File: src/rtl/dtree_seq_engine_if.sv
// Sample-in / result-out handshake bundle for the decision-tree engine.
// The master drives samples and accepts results; the slave is the engine.
interface dtree_seq_engine_if #(
    parameter int N_FEAT  = 18,
    parameter int FEAT_W  = 8,
    parameter int CLASS_W = 2
);
    logic                     in_valid;
    logic                     in_ready;
    logic [N_FEAT*FEAT_W-1:0] in_feat;
    logic                     out_valid;
    logic                     out_ready;
    logic [CLASS_W-1:0]       out_class;
    logic                     out_err;

    modport master (
        output in_valid, in_feat, out_ready,
        input  in_ready, out_valid, out_class, out_err
    );

    modport slave (
        input  in_valid, in_feat, out_ready,
        output in_ready, out_valid, out_class, out_err
    );
endinterface

File: src/rtl/dtree_seq_engine.sv
// Sequential decision-tree classifier: walks a programmable node memory,
// one tree level per clock, from root node 0 to a leaf.
//
//  state  | meaning
//  -------+-------------------------------------------------------------
//  IDLE   | in_ready=1, node memory writable, waiting for a sample
//  WALK   | evaluating one node per cycle until leaf or abort
//  DONE   | result held on out_class/out_err with out_valid=1
module dtree_seq_engine #(
    parameter int N_FEAT     = 18,
    parameter int FEAT_W     = 8,
    parameter int NODE_DEPTH = 64,
    parameter int MAX_LEVELS = 16,
    parameter int CLASS_W    = 2,
    parameter int IDX_W      = $clog2(N_FEAT),
    parameter int SH_W       = $clog2(FEAT_W),
    parameter int AW         = $clog2(NODE_DEPTH),
    parameter int NODE_W     = 1 + IDX_W + SH_W + FEAT_W + 2*AW
) (
    input  logic              clk,
    input  logic              rst,
    input  logic              cfg_we,
    input  logic [AW-1:0]     cfg_addr,
    input  logic [NODE_W-1:0] cfg_data,
    dtree_seq_engine_if.slave bus
);
    localparam int LVL_W = (MAX_LEVELS > 1) ? $clog2(MAX_LEVELS) : 1;
    localparam logic [LVL_W-1:0] LVL_LAST = LVL_W'(MAX_LEVELS - 1);

    typedef enum logic [1:0] {S_IDLE, S_WALK, S_DONE} state_t;

    state_t                   state_q;
    logic [NODE_W-1:0]        mem [NODE_DEPTH];
    logic [N_FEAT*FEAT_W-1:0] feat_q;
    logic [AW-1:0]            node_q;
    logic [LVL_W-1:0]         level_q;
    logic                     in_ready_q;
    logic                     out_valid_q;
    logic                     out_err_q;
    logic [CLASS_W-1:0]       out_class_q;

    logic [NODE_W-1:0] n_word;
    logic              n_leaf;
    logic [IDX_W-1:0]  n_feat;
    logic [SH_W-1:0]   n_shift;
    logic [FEAT_W-1:0] n_thr;
    logic [AW-1:0]     n_left;
    logic [AW-1:0]     n_right;
    logic [FEAT_W-1:0] x_sel;
    logic              feat_ok;
    logic              cond;
    logic [AW-1:0]     node_d;

    assign n_word  = mem[node_q];
    assign n_leaf  = n_word[NODE_W-1];
    assign n_feat  = n_word[NODE_W-2 -: IDX_W];
    assign n_shift = n_word[NODE_W-2-IDX_W -: SH_W];
    assign n_thr   = n_word[2*AW +: FEAT_W];
    assign n_left  = n_word[AW +: AW];
    assign n_right = n_word[AW-1:0];

    // Feature index field is wider than N_FEAT needs; out-of-range indices abort the walk.
    always_comb begin
        x_sel   = '0;
        feat_ok = 1'b0;
        for (int i = 0; i < N_FEAT; i++) begin
            if (n_feat == IDX_W'(i)) begin
                x_sel   = feat_q[i*FEAT_W +: FEAT_W];
                feat_ok = 1'b1;
            end
        end
    end

    assign cond   = (x_sel >> n_shift) <= n_thr;
    assign node_d = cond ? n_left : n_right;

    // Node memory deliberately has no reset so the loaded tree survives rst.
    always_ff @(posedge clk) begin
        if (cfg_we && state_q == S_IDLE) begin
            mem[cfg_addr] <= cfg_data;
        end
    end

    always_ff @(posedge clk) begin
        if (rst) begin
            state_q     <= S_IDLE;
            in_ready_q  <= 1'b1;
            out_valid_q <= 1'b0;
            out_class_q <= '0;
            out_err_q   <= 1'b0;
            node_q      <= '0;
            level_q     <= '0;
        end else begin
            case (state_q)
                S_IDLE: begin
                    if (bus.in_valid) begin
                        feat_q     <= bus.in_feat;
                        node_q     <= '0;
                        level_q    <= '0;
                        in_ready_q <= 1'b0;
                        state_q    <= S_WALK;
                    end
                end
                S_WALK: begin
                    if (n_leaf) begin
                        out_class_q <= n_word[CLASS_W-1:0];
                        out_err_q   <= 1'b0;
                        out_valid_q <= 1'b1;
                        state_q     <= S_DONE;
                    end else if (!feat_ok || level_q == LVL_LAST) begin
                        out_class_q <= '0;
                        out_err_q   <= 1'b1;
                        out_valid_q <= 1'b1;
                        state_q     <= S_DONE;
                    end else begin
                        node_q  <= node_d;
                        level_q <= level_q + 1'b1;
                    end
                end
                S_DONE: begin
                    if (bus.out_ready) begin
                        out_valid_q <= 1'b0;
                        in_ready_q  <= 1'b1;
                        state_q     <= S_IDLE;
                    end
                end
                default: begin
                    state_q    <= S_IDLE;
                    in_ready_q <= 1'b1;
                end
            endcase
        end
    end

    assign bus.in_ready  = in_ready_q;
    assign bus.out_valid = out_valid_q;
    assign bus.out_class = out_class_q;
    assign bus.out_err   = out_err_q;
endmodule

File: src/flat_wrapper.sv
// flat-port wrapper written by rule: the top's interface ports become plain ports
module dtree_seq_engine_flat 
#(
    parameter int N_FEAT     = 18,
    parameter int FEAT_W     = 8,
    parameter int NODE_DEPTH = 64,
    parameter int MAX_LEVELS = 16,
    parameter int CLASS_W    = 2,
    parameter int IDX_W      = $clog2(N_FEAT),
    parameter int SH_W       = $clog2(FEAT_W),
    parameter int AW         = $clog2(NODE_DEPTH),
    parameter int NODE_W     = 1 + IDX_W + SH_W + FEAT_W + 2*AW
)
  (clk, rst, cfg_we, cfg_addr, cfg_data, bus_in_valid, bus_in_feat, bus_out_ready, bus_in_ready, bus_out_valid, bus_out_class, bus_out_err);
  dtree_seq_engine_if #(.N_FEAT(N_FEAT), .FEAT_W(FEAT_W), .CLASS_W(CLASS_W)) bus_i ();
  input  logic clk;
  input  logic rst;
  input  logic cfg_we;
  input  logic [AW-1:0] cfg_addr;
  input  logic [NODE_W-1:0] cfg_data;
  input wire logic [$bits(bus_i.in_valid)-1:0] bus_in_valid;
  input wire logic [$bits(bus_i.in_feat)-1:0] bus_in_feat;
  input wire logic [$bits(bus_i.out_ready)-1:0] bus_out_ready;
  output wire logic [$bits(bus_i.in_ready)-1:0] bus_in_ready;
  output wire logic [$bits(bus_i.out_valid)-1:0] bus_out_valid;
  output wire logic [$bits(bus_i.out_class)-1:0] bus_out_class;
  output wire logic [$bits(bus_i.out_err)-1:0] bus_out_err;
  assign bus_i.in_valid = bus_in_valid;
  assign bus_i.in_feat = bus_in_feat;
  assign bus_i.out_ready = bus_out_ready;
  assign bus_in_ready = bus_i.in_ready;
  assign bus_out_valid = bus_i.out_valid;
  assign bus_out_class = bus_i.out_class;
  assign bus_out_err = bus_i.out_err;
  dtree_seq_engine #(.N_FEAT(N_FEAT), .FEAT_W(FEAT_W), .NODE_DEPTH(NODE_DEPTH), .MAX_LEVELS(MAX_LEVELS), .CLASS_W(CLASS_W), .IDX_W(IDX_W), .SH_W(SH_W), .AW(AW), .NODE_W(NODE_W)) u_core (.clk(clk), .rst(rst), .cfg_we(cfg_we), .cfg_addr(cfg_addr), .cfg_data(cfg_data), .bus(bus_i));
endmodule
File: config.mk
export PLATFORM = sky130hd
export DESIGN_NAME = dtree_seq_engine_flat
export DESIGN_NICKNAME = d
export VERILOG_FILES = /design/src/rtl/dtree_seq_engine_if.sv /design/src/rtl/dtree_seq_engine.sv /design/src/flat_wrapper.sv
export SDC_FILE = /design/constraint.sdc
export NUM_CORES = 2
export LEC_CHECK = 0
export CORE_ASPECT_RATIO = 0.7
export CORE_MARGIN = 4
export CORE_UTILIZATION = 30
export DETAILED_ROUTE_END_ITERATION = 8
export PLACE_DENSITY_LB_ADDON = 0.12
export SYNTH_ARGS = -nofsm -noshare
export SYNTH_HDL_FRONTEND = slang
export SYNTH_SLANG_ARGS = --single-unit
File: constraint.sdc
create_clock -name clk -period 16.44 [get_ports clk]
set_input_delay 3.288 -clock clk [delete_from_list [all_inputs] [get_ports clk]]
set_output_delay 3.288 -clock clk [all_outputs]
set_load 0.01 [all_outputs]
# After elaboration in Yosys (flattened, before gate mapping)

Memories as Yosys holds them, arrays and structs flattened. A register that Yosys moved wholly into a read port is not among the register bits.
Index checks and enable logic that the tools add are counted.

Bits of input ports: 184
RAM bits: 1856
Memories: 1
Word-level logic and storage cells: 117
Register bits: 161

Add/sub/neg operators: 1
Reductions and logical operators: 14
Muxes and demuxes: 64
Equality and inequality tests: 25
Bitwise gates (word level): 2
Shift operators: 1
Order comparisons: 1

Memories:

| memory     | depth | width | rd ports | clocked after memory_dff | wr ports | line                   | RTL |
|---|---|---|---|---|---|---|---|
| u_core.mem | 64    | 29    | 1        | 1                        | 1        | dtree_seq_engine.sv:33 | `logic [NODE_W-1:0] mem [NODE_DEPTH];` |

Operators with widths:

| operator            | number |
|---|---|
| $mux 8              | 18 |
| $eq 5x4->1 const B  | 8 |
| $mux 6              | 6 |
| $mux 1              | 26 |
| $eq 5x3->1 const B  | 4 |
| $mux 2              | 6 |
| $mux 4              | 3 |
| $pmux 6 s2          | 1 |
| $reduce_and 3->1    | 4 |
| $eq 5x2->1 const B  | 2 |
| $eq 5x5->1 const B  | 2 |
| $le 8x8->1          | 1 |
| $ne 2x2->1 const B  | 4 |
| $pmux 4 s2          | 1 |
| $shr 8x3->8         | 1 |
| $pmux 2 s3          | 1 |
| $reduce_bool 2->1   | 3 |
| $eq 5x1->1 const B  | 1 |
| $logic_not 5->1     | 1 |
| $add 4x1->4 const B | 1 |
| $eq 4x4->1 const B  | 1 |
| $reduce_and 4->1    | 1 |
| $ne 3x1->1 const B  | 1 |
| $pmux 1 s3          | 1 |
| 9 further kinds     | 10 |

# Longest topological paths before layout

Depth after elaboration: 27
Depth in mapped cells: 31

# Least setup slack after synthesis

OpenSTA, ideal clock, no wires.

Kind: input port to flip-flop
Start: input rst
End: register u_core.feat_q[0] (enable)
Buffers on the path: 1
Slack: 6.301 ns
Arrival: 9.491 ns
Required time: 15.791 ns
Stages: 2
Library setup time: 0.649 ns
Cell sequence: clkbuf_1 > nor2_1

Word-level cells in the longest chain between the ends: 2

Ends and longest elaborated chain:

| item                              | line                   | RTL |
|---|---|---|
| from (decl)                       | flat_wrapper.sv:17     | `input logic rst;` |
| $not 1->1 (no source line)        | -                      |  |
| $reduce_and 3->1 (no source line) | -                      |  |
| to (signal assigned)              | dtree_seq_engine.sv:97 | `feat_q <= bus.in_feat;` |
| to (decl)                         | dtree_seq_engine.sv:34 | `logic [N_FEAT*FEAT_W-1:0] feat_q;` |

Every way passes these cells.
A chain may end at the register's enable or synchronous reset.

==> results by group <==
Logic synthesis
  • Post-synth EDFFs: 2000
  • Post-Syn Instances: ~3500
  • Sequential fraction of the synthesis area: between 70 and 80%
  • Mapped cell area: between 70000 and 80000 µm²
  • Syn Area/Cell: about 23 µm²
  • Primary FF master, synth: edfxtp_1
  • Synthesized flop and latch total: roughly 2000
  • Synth warnings: 0
  • Post-synth cell types: 87
  • Ys async rst share: 0%
  • Synthesized net count: 3683

Setup path
  • WP buf/inv: 1
  • Crit path DAT: about 9.5 ns
  • R2R setup slack: around 7.6 ns
  • Worst-path fanout max: 40
  • Data required, critical path: approximately 17 ns
  • R2R depth: 24
  • CP peak stage delay: 0.88 ns
  • CP endpoint kind: flop
  • Cell Chain, Critical Path: buf_4, nor2b_1, a22oi_1, nand3_1, o21ai_1, or2_2, nor3_1, o21ai_0, a311oi_1, o21ai_0, a31oi_1, nand4_1, ha_1, nor2b_1, o21a_1, o21ai_0, nand2b_1, a21oi_1, nor2_1, a211oi_1, a21oi_1, mux2_2, nand3_1, a21oi_1
  • Worst path slowest cell: nor2b_1
  • Crit path launch type: flop
  • CP delay by family, top: compound AO/OA/AOI/OAI gates
  • Crit path kind: flop to flop

Power
  • Pwr dens: 145 nW/µm²
  • Sw frac: between 20 and 30%
  • Worst-case vdd ir drop: ~110 µV
  • Pint: ~9.4 mW
  • Switching power: slightly below 4 mW
  • Comb power frac: between 20% and 30%
  • P_leak: between 20 and 30 nW
  • Clk network pwr share: about 35%
  • Flop pwr share: a little over two fifths

Die
  • FP Rows: around 160
  • Num ports: approximately 190
  • Core footprint: ~260000 µm²
  • Die area: roughly 270000 µm²
  • Die Ht: ~440 µm
  • Initial Util: between 30% and 40%
  • DIE WIDTH: roughly 620 µm

Min path
  • Hold Path Depth: 1
  • Hold WC Path Type: flop to flop
  • Hold EP: u_core.bus.in_ready
  • Hold_sp: u_core.bus.in_ready

Place
  • Routability cong.: ~0.84
  • Placed Instances: slightly above 7000
  • Post-DP HPWL: approximately 150000 µm
  • I/O Buffers: ~190

Clocking
  • Clk sink count: 2023
  • Root buf cell: clkbuf_16
  • Clk buf depth: 4
  • CTS Buf Count: around 210
  • Post-CTS Resized: 0
  • Setup bufs post-CTS: 0
  • Htree depth: 4
  • Worst-Skew Late Latency: between 0.8 and 0.9 ns
  • CTS tree: done
  • Reg clk slew, reported paths: 0.06 ns
  • CTS Hold Buffers Added: 0

Global routing
  • Initial antenna violation count: 37
  • Total Routing Usage GR: approximately 18%
  • GR Layer Usage met2: 24.8%
  • Gr ovfl total: 0
  • Global routing's busiest layer: met1
  • Met3 Use GR: under 10%
  • Grt met1 use: between 20 and 30%
  • Largest net degree at the start of global routing: between 100 and 150
  • First-pass GRT wire length: around 340000 µm
  • Vias in the first global route: approximately 39000

Routing
  • Detail Route Antenna Nets: 0
  • Wire per inst: ~34 µm
  • Vias: about 39000
  • Final WL: 252000 µm
  • Drt via density: a little over 5
  • DRC viols: 0
  • Drt pass-1 iters: 6
  • 1st-iter DRT viols: about 4900

STA
  • Slew HR: between 10% and 20%
  • Crit path time final: 8.80 ns
  • TNS Setup: 0 ns
  • Layout Skew: between 0.05 and 0.06 ns
  • Max-slew violations: 0
  • RSZ-0062 raised after global routing: false
  • Measured slew at the worst slew-check pin: approximately 1.2 ns
  • Fmax: 114 MHz
  • Setup violators final: 0
  • Final Hold Vio Count: 0
  • Final Cycle Share: roughly 54%

Layout
  • Commonest non-fill, non-tap cell in the layout: edfxtp_1
  • Most frequent cells in the layout: edfxtp_1, mux4_2, clkbuf_16, clkdlybuf4s50_1, buf_4
  • Area grow syn2layout: 16.7%
  • Final Net Count: 4026
  • Non-Filler Instances: 7476
  • Layout cells sized above 1: approximately 28%

Outcome
  • Status: completed

Flow run
  • Max Cap Viol: 0
Yosys cell counts (all sizes together) (4+ instances only):
library cell / number / area share (%)
nand3b: 6 / 0.057
inv: 19 / 0.091
o21bai: 4 / 0.038
o22ai: 9 / 0.072
a31oi: 19 / 0.15
a211oi: 10 / 0.10
nand3: 52 / 0.33
or2: 10 / 0.083
mux4: 555 / 16
nor4: 11 / 0.13
clkbuf: 82 / 0.39
o21ai: 38 / 0.24
or3: 4 / 0.038
a22oi: 27 / 0.26
a21oi: 47 / 0.32
ha: 12 / 0.19
mux2i: 75 / 0.96
o22a: 4 / 0.045
edfxtp: 2000 / 76
mux2: 24 / 0.34
nand2: 81 / 0.39
a21boi: 4 / 0.038
nor2b: 13 / 0.10
and2: 5 / 0.040
o31ai: 7 / 0.073
nor3: 19 / 0.15
nand2b: 15 / 0.12
dfxtp: 23 / 0.59
nand4: 5 / 0.040
a22o: 4 / 0.045
a221oi: 6 / 0.067
buf: 106 / 0.84
and3: 10 / 0.080
nor2: 123 / 0.60
cells by family (layout without fill, tap and decap cells):
family,after synthesis,in the layout,share of synthesized area [%]
AO/OA/AOI/OAI,220,220,1.91
XOR/XNOR,3,3,0.0334
adder cells (fa/ha/maj),12,12,0.191
other,0,8,0
buffers and inverters,207,712,1.32
multiplexers,654,654,17.2
flip-flops,2023,2023,77.0
AND/OR/NAND/NOR,368,368,2.31
area by class of cell:
cell class / instances / area (µm²)
flip-flops and latches: 2023 / 60500
multi-input cells: 1257 / 17500
clock buffers: 253 / 5440
well taps: 3476 / 4350
repair buffers: 321 / 2770
fillers: 23868 / 168000
clock inverters: 119 / 996
diodes: 8 / 20.0
inverters: 19 / 78.8
metal layers:
| metal | wire length [µm] | share of wire [%] | vias to the layer above |
|---|---|---|---|
| met5 | 39 | 0.015 | - |
| met4 | 4420 | 1.8 | 6 |
| met3 | 21100 | 8.4 | 280 |
| met2 | 104000 | 41 | 1482 |
| met1 | 122000 | 49 | 21524 |
| li1 | - | - | 15563 |
sequential cells by signal, indices dropped and copies added, names as in the netlist, named ones only:
name and cells:
u_core.bus.out_valid 1, u_core.bus.in_ready 1, u_core.state_q 2, u_core.bus.out_err 1
u_core.mem 1856, u_core.node_q 6, u_core.feat_q 144, u_core.bus.out_class 2
u_core.level_q 4
worst max-delay path by stage:
stage          from               end  slack, ns  cells past startpoint
2_1_floorplan   rst  u_core.feat_q[0]       6.30                      2
3_3_place_gp   flop              flop       7.72                     24
3_5_place_dp   flop              flop       7.91                     24
4_1_cts        flop              flop       7.84                     24
5_1_grt        flop              flop       7.36                     23
6_report       flop              flop       7.64                     24
through the flow:
step	hold WS, ns	total power, mW	util (%)	setup slack (ns)	instance area [µm²]
4_1_cts	0.465	13.5	35.3	7.84	91700
6_report	0.465	13.3	35.4	7.64	91700
3_3_place_gp	0.451	8.84	32.9	7.72	85200
2_1_floorplan	0.438	7.72	-	6.30	78600
3_5_place_dp	0.454	8.82	32.9	7.91	85200
5_1_grt	0.482	13.9	35.3	7.36	91700
power groups by stage:
stage / clock network, mW / registers (mW) / logic [mW]
2_1_floorplan: 0 / 5.92 / 1.80
3_3_place_gp: 0 / 5.97 / 2.87
3_5_place_dp: 0 / 5.97 / 2.86
4_1_cts: 4.74 / 5.86 / 2.87
5_1_grt: 4.96 / 5.86 / 3.05
6_report: 4.61 / 5.86 / 2.87
Power figures use the tool's default switching activity.
